$ cat config.mk
export PLATFORM = sky130hd
export DESIGN_NAME = tuple_if2_acc_flat
export DESIGN_NICKNAME = d
export VERILOG_FILES = /design/src/rtl/tuple_if2_acc_if.sv /design/src/rtl/tuple_if2_acc.sv /design/src/flat_wrapper.sv
export SDC_FILE = /design/constraint.sdc
export NUM_CORES = 1
export LEC_CHECK = 0
export CAP_MARGIN = 20
export CORE_MARGIN = 5
export CORE_UTILIZATION = 36
export DETAILED_ROUTE_END_ITERATION = 6
export HOLD_SLACK_MARGIN = 0.08
export PLACE_DENSITY = 0.64
export SYNTH_ARGS = -nofsm -noshare
export SYNTH_HDL_FRONTEND = slang
export SYNTH_SLANG_ARGS = --single-unit
$ cat constraint.sdc
create_clock -name clock -period 2.9 [get_ports clock]
set_input_delay 0.29 -clock clock [delete_from_list [all_inputs] [get_ports clock]]
set_output_delay 0.29 -clock clock [all_outputs]
set_load 0.03 [all_outputs]
$ cat src/rtl/tuple_if2_acc_if.sv
// Handshake bundle for tuple_if2_acc.
// master: tuple producer and output consumer (the bench or upstream glue).
// slave : the tuple_if2_acc stage.
// Signals: in_valid/in_ready with in_f1/in_f2/in_f3/in_sel and clear on the
// input side; out_valid/out_ready with out_pick/out_sum/out_cnt/out_sat on
// the output side.
interface tuple_if2_acc_if #(
  parameter int unsigned W     = 5,
  parameter int unsigned ACC_W = 8,
  parameter int unsigned CNT_W = 4
);
  logic             in_valid;
  logic             in_ready;
  logic [W-1:0]     in_f1;
  logic [W-1:0]     in_f2;
  logic [W-1:0]     in_f3;
  logic [1:0]       in_sel;
  logic             clear;
  logic             out_valid;
  logic             out_ready;
  logic [W:0]       out_pick;
  logic [ACC_W-1:0] out_sum;
  logic [CNT_W-1:0] out_cnt;
  logic             out_sat;

  modport master (
    output in_valid, in_f1, in_f2, in_f3, in_sel, clear, out_ready,
    input  in_ready, out_valid, out_pick, out_sum, out_cnt, out_sat
  );

  modport slave (
    input  in_valid, in_f1, in_f2, in_f3, in_sel, clear, out_ready,
    output in_ready, out_valid, out_pick, out_sum, out_cnt, out_sat
  );
endinterface

$ cat src/rtl/tuple_if2_acc.sv
// Two-stage tuple consumer: S1 registers {f1,f2,f3,sel}, S2 is the output
// register carrying the selected pick, a saturating running sum, a wrapping
// transaction count and a sticky saturation flag.
// Ports: clock (rising edge), reset (async, active-high), bus (slave modport
// of tuple_if2_acc_if; in_ready is the only combinational output).
module tuple_if2_acc #(
  parameter int unsigned W     = 5,
  parameter int unsigned ACC_W = 8,
  parameter int unsigned CNT_W = 4
) (
  input  logic            clock,
  input  logic            reset,
  tuple_if2_acc_if.slave  bus
);

  localparam int unsigned PW = W + 1;
  localparam int unsigned SW = ACC_W + 1;
  localparam logic [SW-1:0] ACC_MAX = {1'b0, {ACC_W{1'b1}}};

  logic             r_s1_valid;
  logic [W-1:0]     r_s1_f1;
  logic [W-1:0]     r_s1_f2;
  logic [W-1:0]     r_s1_f3;
  logic [1:0]       r_s1_sel;
  logic             r_out_valid;
  logic [PW-1:0]    r_pick;
  logic [ACC_W-1:0] r_sum;
  logic [CNT_W-1:0] r_cnt;
  logic             r_sat;

  logic             w_s2_free;
  logic             w_in_ready;
  logic             w_accept;
  logic             w_xfer;
  logic [PW-1:0]    w_pick;
  logic [ACC_W-1:0] w_acc_base;
  logic [CNT_W-1:0] w_cnt_base;
  logic             w_sat_base;
  logic [SW-1:0]    w_acc_sum;
  logic             w_acc_ovf;

  // Handshake: S2 frees when empty or draining; S1 can take a tuple when it
  // is empty or moving on to S2 this cycle.
  assign w_s2_free  = !r_out_valid || bus.out_ready;
  assign w_in_ready = !r_s1_valid || w_s2_free;
  assign w_accept   = bus.in_valid && w_in_ready;
  assign w_xfer     = r_s1_valid && w_s2_free;

  // Field select; sel 3 keeps the carry of f1+f2.
  always_comb begin
    w_pick = '0;
    case (r_s1_sel)
      2'd0:    w_pick = PW'(r_s1_f1);
      2'd1:    w_pick = PW'(r_s1_f2);
      2'd2:    w_pick = PW'(r_s1_f3);
      default: w_pick = PW'(r_s1_f1) + PW'(r_s1_f2);
    endcase
  end

  // A clear on a transfer cycle zeroes the state before the new pick lands.
  assign w_acc_base = bus.clear ? '0 : r_sum;
  assign w_cnt_base = bus.clear ? '0 : r_cnt;
  assign w_sat_base = bus.clear ? 1'b0 : r_sat;
  assign w_acc_sum  = SW'(w_acc_base) + SW'(w_pick);
  assign w_acc_ovf  = w_acc_sum > ACC_MAX;

  // Pipeline registers.
  always_ff @(posedge clock or posedge reset) begin
    if (reset) begin
      r_s1_valid  <= 1'b0;
      r_s1_f1     <= '0;
      r_s1_f2     <= '0;
      r_s1_f3     <= '0;
      r_s1_sel    <= '0;
      r_out_valid <= 1'b0;
      r_pick      <= '0;
      r_sum       <= '0;
      r_cnt       <= '0;
      r_sat       <= 1'b0;
    end else begin
      if (w_accept) begin
        r_s1_valid <= 1'b1;
        r_s1_f1    <= bus.in_f1;
        r_s1_f2    <= bus.in_f2;
        r_s1_f3    <= bus.in_f3;
        r_s1_sel   <= bus.in_sel;
      end else if (w_xfer) begin
        r_s1_valid <= 1'b0;
      end

      if (w_xfer) begin
        r_out_valid <= 1'b1;
        r_pick      <= w_pick;
        r_sum       <= w_acc_ovf ? {ACC_W{1'b1}} : w_acc_sum[ACC_W-1:0];
        r_cnt       <= w_cnt_base + CNT_W'(1);
        r_sat       <= w_sat_base | w_acc_ovf;
      end else begin
        if (bus.out_ready) begin
          r_out_valid <= 1'b0;
        end
        if (bus.clear) begin
          r_sum <= '0;
          r_cnt <= '0;
          r_sat <= 1'b0;
        end
      end
    end
  end

  assign bus.in_ready  = w_in_ready;
  assign bus.out_valid = r_out_valid;
  assign bus.out_pick  = r_pick;
  assign bus.out_sum   = r_sum;
  assign bus.out_cnt   = r_cnt;
  assign bus.out_sat   = r_sat;

endmodule

$ cat src/flat_wrapper.sv
// flat-port wrapper written by rule: the top's interface ports become plain ports
module tuple_if2_acc_flat 
#(
  parameter int unsigned W     = 5,
  parameter int unsigned ACC_W = 8,
  parameter int unsigned CNT_W = 4
)
  (clock, reset, bus_in_valid, bus_in_f1, bus_in_f2, bus_in_f3, bus_in_sel, bus_clear, bus_out_ready, bus_in_ready, bus_out_valid, bus_out_pick, bus_out_sum, bus_out_cnt, bus_out_sat);
  tuple_if2_acc_if #(.W(W), .ACC_W(ACC_W), .CNT_W(CNT_W)) bus_i ();
  input  logic clock;
  input  logic reset;
  input wire logic [$bits(bus_i.in_valid)-1:0] bus_in_valid;
  input wire logic [$bits(bus_i.in_f1)-1:0] bus_in_f1;
  input wire logic [$bits(bus_i.in_f2)-1:0] bus_in_f2;
  input wire logic [$bits(bus_i.in_f3)-1:0] bus_in_f3;
  input wire logic [$bits(bus_i.in_sel)-1:0] bus_in_sel;
  input wire logic [$bits(bus_i.clear)-1:0] bus_clear;
  input wire logic [$bits(bus_i.out_ready)-1:0] bus_out_ready;
  output wire logic [$bits(bus_i.in_ready)-1:0] bus_in_ready;
  output wire logic [$bits(bus_i.out_valid)-1:0] bus_out_valid;
  output wire logic [$bits(bus_i.out_pick)-1:0] bus_out_pick;
  output wire logic [$bits(bus_i.out_sum)-1:0] bus_out_sum;
  output wire logic [$bits(bus_i.out_cnt)-1:0] bus_out_cnt;
  output wire logic [$bits(bus_i.out_sat)-1:0] bus_out_sat;
  assign bus_i.in_valid = bus_in_valid;
  assign bus_i.in_f1 = bus_in_f1;
  assign bus_i.in_f2 = bus_in_f2;
  assign bus_i.in_f3 = bus_in_f3;
  assign bus_i.in_sel = bus_in_sel;
  assign bus_i.clear = bus_clear;
  assign bus_i.out_ready = bus_out_ready;
  assign bus_in_ready = bus_i.in_ready;
  assign bus_out_valid = bus_i.out_valid;
  assign bus_out_pick = bus_i.out_pick;
  assign bus_out_sum = bus_i.out_sum;
  assign bus_out_cnt = bus_i.out_cnt;
  assign bus_out_sat = bus_i.out_sat;
  tuple_if2_acc #(.W(W), .ACC_W(ACC_W), .CNT_W(CNT_W)) u_core (.clock(clock), .reset(reset), .bus(bus_i));
endmodule
==> impl_metrics.ini <==
[run_status]
status = finished, violations left
violations = setup timing

[timing]
layout_setup_ws_ns = -0.0980
hold_violations = 0
report.final.slew_viol_count = 0
minimum_clock_period_after_layout_ns = 3.00
slew_headroom_pct = 52.9
layout_worst_path_cycle_share_pct = 103
max_freq_mhz = 334
fin_setup_tns_ns = -0.545
worst_slew_pin_slew_ns = 0.705
fin_worst_hold_slack_ns = 0.425
rsz0062_at_grt = true
setup_viol = 8
clock-skew-final_ns = 0.00587

[clock_network]
postCtsHoldBufs = 0
number_of_sinks_on_the_clock_net = 38
number_of_h_tree_levels = 2
clock_tree.root_cell = sky130_fd_sc_hd__clkbuf_8
clock_tree.buffer_depth = 2
number_of_buffers_inserted_during_clock_tree_synthesis = 5
clkLatencyLatePin_ns = 0.28
tritoncts = done
clk_transition_reported_paths_ns = 0.07

[worst_hold_path]
hold_class = in2async

[global_route]
maximum_number_of_pins_on_one_net_before_global_route_repair = 39
track_usage_pct = 12.3
globalRoute.totalOverflow = 0
grt_antenna_before_repair = 0
number_of_global_route_vias_before_repair = 1588
grt_first_pass_wirelength_um = 7340

[yosys]
synthesis.instances = 182
postSynthRegisterBits = 38
sequential_element_share_of_the_synthesized_area_pct = 45.6
mappedNetlistNets = 218
synth_largest_type_area_fraction_pct = 45.6
async_flop_share_pct = 100
synth_compound_gate_area_share_pct = 8.28
synth.cells.most_frequent = sky130_fd_sc_hd__dfrtp_1, sky130_fd_sc_hd__mux2_1, sky130_fd_sc_hd__nand2_1, sky130_fd_sc_hd__ha_1, sky130_fd_sc_hd__nor2b_1
synthTopCellsByArea = sky130_fd_sc_hd__dfrtp_1, sky130_fd_sc_hd__mux2_1, sky130_fd_sc_hd__ha_1
synth-edff-count = 0
postSynth.topFlopCell = sky130_fd_sc_hd__dfrtp_1
post_synth_num_cell_types = 41
post_synth_and_or_nand_nor_area_fraction_pct = 13.9
postSynthAreaPerCell_um2 = 11.5
netlist.top_cell.by_area = sky130_fd_sc_hd__dfrtp_1
synthesis.yosys.warnings = 0
synth_xor_xnor_area_share_pct = 3.78
synthMostInstantiatedCell = sky130_fd_sc_hd__dfrtp_1
syn-cell-area_um2 = 2090
synth-adder-area-share_pct = 9.12
synth_top_family_by_area = multiplexers
synth_mux_area_share_pct = 15.8

[setup_path]
start_kind = register
r2r-start = u_core.r_s1_f2[1]
ff2ff_path_depth = 11
critPathMaxFanout = 7
r2r-end = u_core.bus.out_sum[5]
setup.worst_path.end_class = register
critPathArrivalTime_ns = 3.20
worst_setup_slack_for_register_to_register_paths_ns = -0.1
criticalPathCategory = reg2reg
endpoint_required_time_on_the_critical_path_ns = 3.10

[pwr]
netSwitchingPower_uw = 715
p_clk_share_pct = 16.7
totalPowerFinal_mw = 2.01
power_switching_share_pct = 35.6
power_frac_comb_pct = 48.5
internal_power_mw = 1.30
p_leak_nw = 1.23
ir_worst_vdd_uv = 350
p_per_area_nw_per_um2 = 710
seqPwrFrac_pct = 34.8

[cells_and_area]
layout.core_utilization_pct = 50.8
seq_area_um2 = 951
finish.net_count = 276
final-instance-count-excl-fill = 312
n_antenna_cell = 0
post-route-cell-area_um2 = 2830
drive_gt1_share_pct = 18.3
area_growth_syn_to_layout_pct = 35.8
multi_input_comb_area_um2 = 1150
fillerInstances = 526

[die]
start_util_pct = 37.4
coreArea_um2 = 5570
die_height_um = 86.1
die_outline_area_um2 = 7420
placementRows = 27
die-width_um = 86.1
top_level_ports = 43

[run]
max_cap_violations = 0

[routing]
detail_route.wirelength_um = 4330
wl_per_cell_um = 13.9
remaining_drc_errors = 0
avgViaCountPerCell = 4.83
drt_iter0_drc = 47
detailed_routing_iterations_pass_1 = 4
vias = 1507
ant_nets = 0

[placement]
gpl.final_weighted_congestion = 0.800
place_hpwl_um = 3300
io_buffer_count = 42
placed_area_um2 = 2680
post_place_setup_slack_ns = -0.179
dp_cells = 304
kinds of logic after synthesis:
family | count (synthesis)
AOI/OAI and AO/OA | 26
xor gates and xnor gates | 9
adders and majority gates | 14
buffers and inverters | 14
DFF | 38
muxes | 25
and+or+nand+nor | 56
worst max-delay path by stage:
stage / depth (start not counted) / endpoint / startpoint / slack, ns
final: 11 / u_core.bus.out_sum[5] / u_core.r_s1_f2[1] / -0.1
after global routing: 11 / u_core.bus.out_sum[3] / u_core.r_s1_f2[1] / -0.24
after CTS: 11 / u_core.bus.out_sum[4] / u_core.r_s1_f2[1] / -0.09
after detailed placement: 11 / u_core.bus.out_sum[4] / u_core.r_s1_f1[0] / -0.18
after global placement: 11 / u_core.bus.out_sum[1] / u_core.r_s1_f2[1] / -0.14
after floorplan: 12 / u_core.bus.out_sum[5] / u_core.r_s1_f1[1] / -0.002
cell type report:
type / count / area share (%)
inverter: 7 / 0.928
clock buffer: 7 / 2.69
sequential: 38 / 33.6
timing repair buffer: 58 / 19.1
multi-input combinational: 130 / 40.5
tap: 72 / 3.18
power by group through the flow:
stage                     Sequential [mW]  Combinational [mW]  Clock, mW
after global routing                0.717                1.06      0.369
after CTS                           0.702               0.949      0.350
after detailed placement            0.711               0.904          0
final                               0.700               0.974      0.336
after global placement              0.710               0.887          0
after floorplan                     0.827               0.454          0
worst max-delay path: stages (launching register included):
cell and delay [ns]:
sky130_fd_sc_hd__dfrtp_1 0.41, sky130_fd_sc_hd__ha_1 0.28, sky130_fd_sc_hd__a21o_1 0.17, sky130_fd_sc_hd__a21o_1 0.17, sky130_fd_sc_hd__xor2_1 0.14, sky130_fd_sc_hd__mux4_2 0.50, sky130_fd_sc_hd__ha_4 0.31, sky130_fd_sc_hd__o21ai_2 0.05
sky130_fd_sc_hd__o21bai_1 0.18, sky130_fd_sc_hd__a21oi_2 0.09, sky130_fd_sc_hd__or3b_4 0.43, sky130_fd_sc_hd__a31oi_1 0.18
state kept, by name (all words and copies together) (netlist names):
register              count
u_core.r_s1_valid         1
u_core.bus.out_sum        8
u_core.bus.out_pick       6
u_core.r_s1_sel           2
u_core.bus.out_cnt        4
u_core.bus.out_sat        1
u_core.r_s1_f3            5
u_core.bus.out_valid      1
u_core.r_s1_f1            5
u_core.r_s1_f2            5
per-layer routing:
layer / vias to the layer above / wire [um] / global-route usage (%)
met1: 719 / 1950 / 15.3
li1: 757 / - / -
met2: 29 / 2150 / 21.4
met5: - / 0 / 0
met4: 0 / 14 / 2.59
met3: 2 / 211 / 3.36
layout by cell type (no fill, tap or decap), types with 3 or more instances in the layout:
cell,instances
sky130_fd_sc_hd__mux2_1,17
sky130_fd_sc_hd__nand2_1,16
sky130_fd_sc_hd__ha_1,8
sky130_fd_sc_hd__a21o_1,4
sky130_fd_sc_hd__dfrtp_1,38
sky130_fd_sc_hd__nand2b_1,5
sky130_fd_sc_hd__xor2_1,4
sky130_fd_sc_hd__inv_1,6
sky130_fd_sc_hd__nor2b_1,11
sky130_fd_sc_hd__a31oi_1,5
sky130_fd_sc_hd__ha_4,3
sky130_fd_sc_hd__buf_4,16
sky130_fd_sc_hd__clkbuf_8,5
sky130_fd_sc_hd__a21oi_1,3
sky130_fd_sc_hd__clkdlybuf4s50_1,42
sky130_fd_sc_hd__mux4_2,4
sky130_fd_sc_hd__xnor2_1,5
sky130_fd_sc_hd__nor2_1,9
repair_timing:
| item | CTS | global route |
|---|---|---|
| pin swaps | 5 | 4 |
| setup buffers | 0 | 1 |
| resized for setup | 7 | 6 |
| setup endpoints to repair | 8 | 9 |
Power figures use the tool's default switching activity.
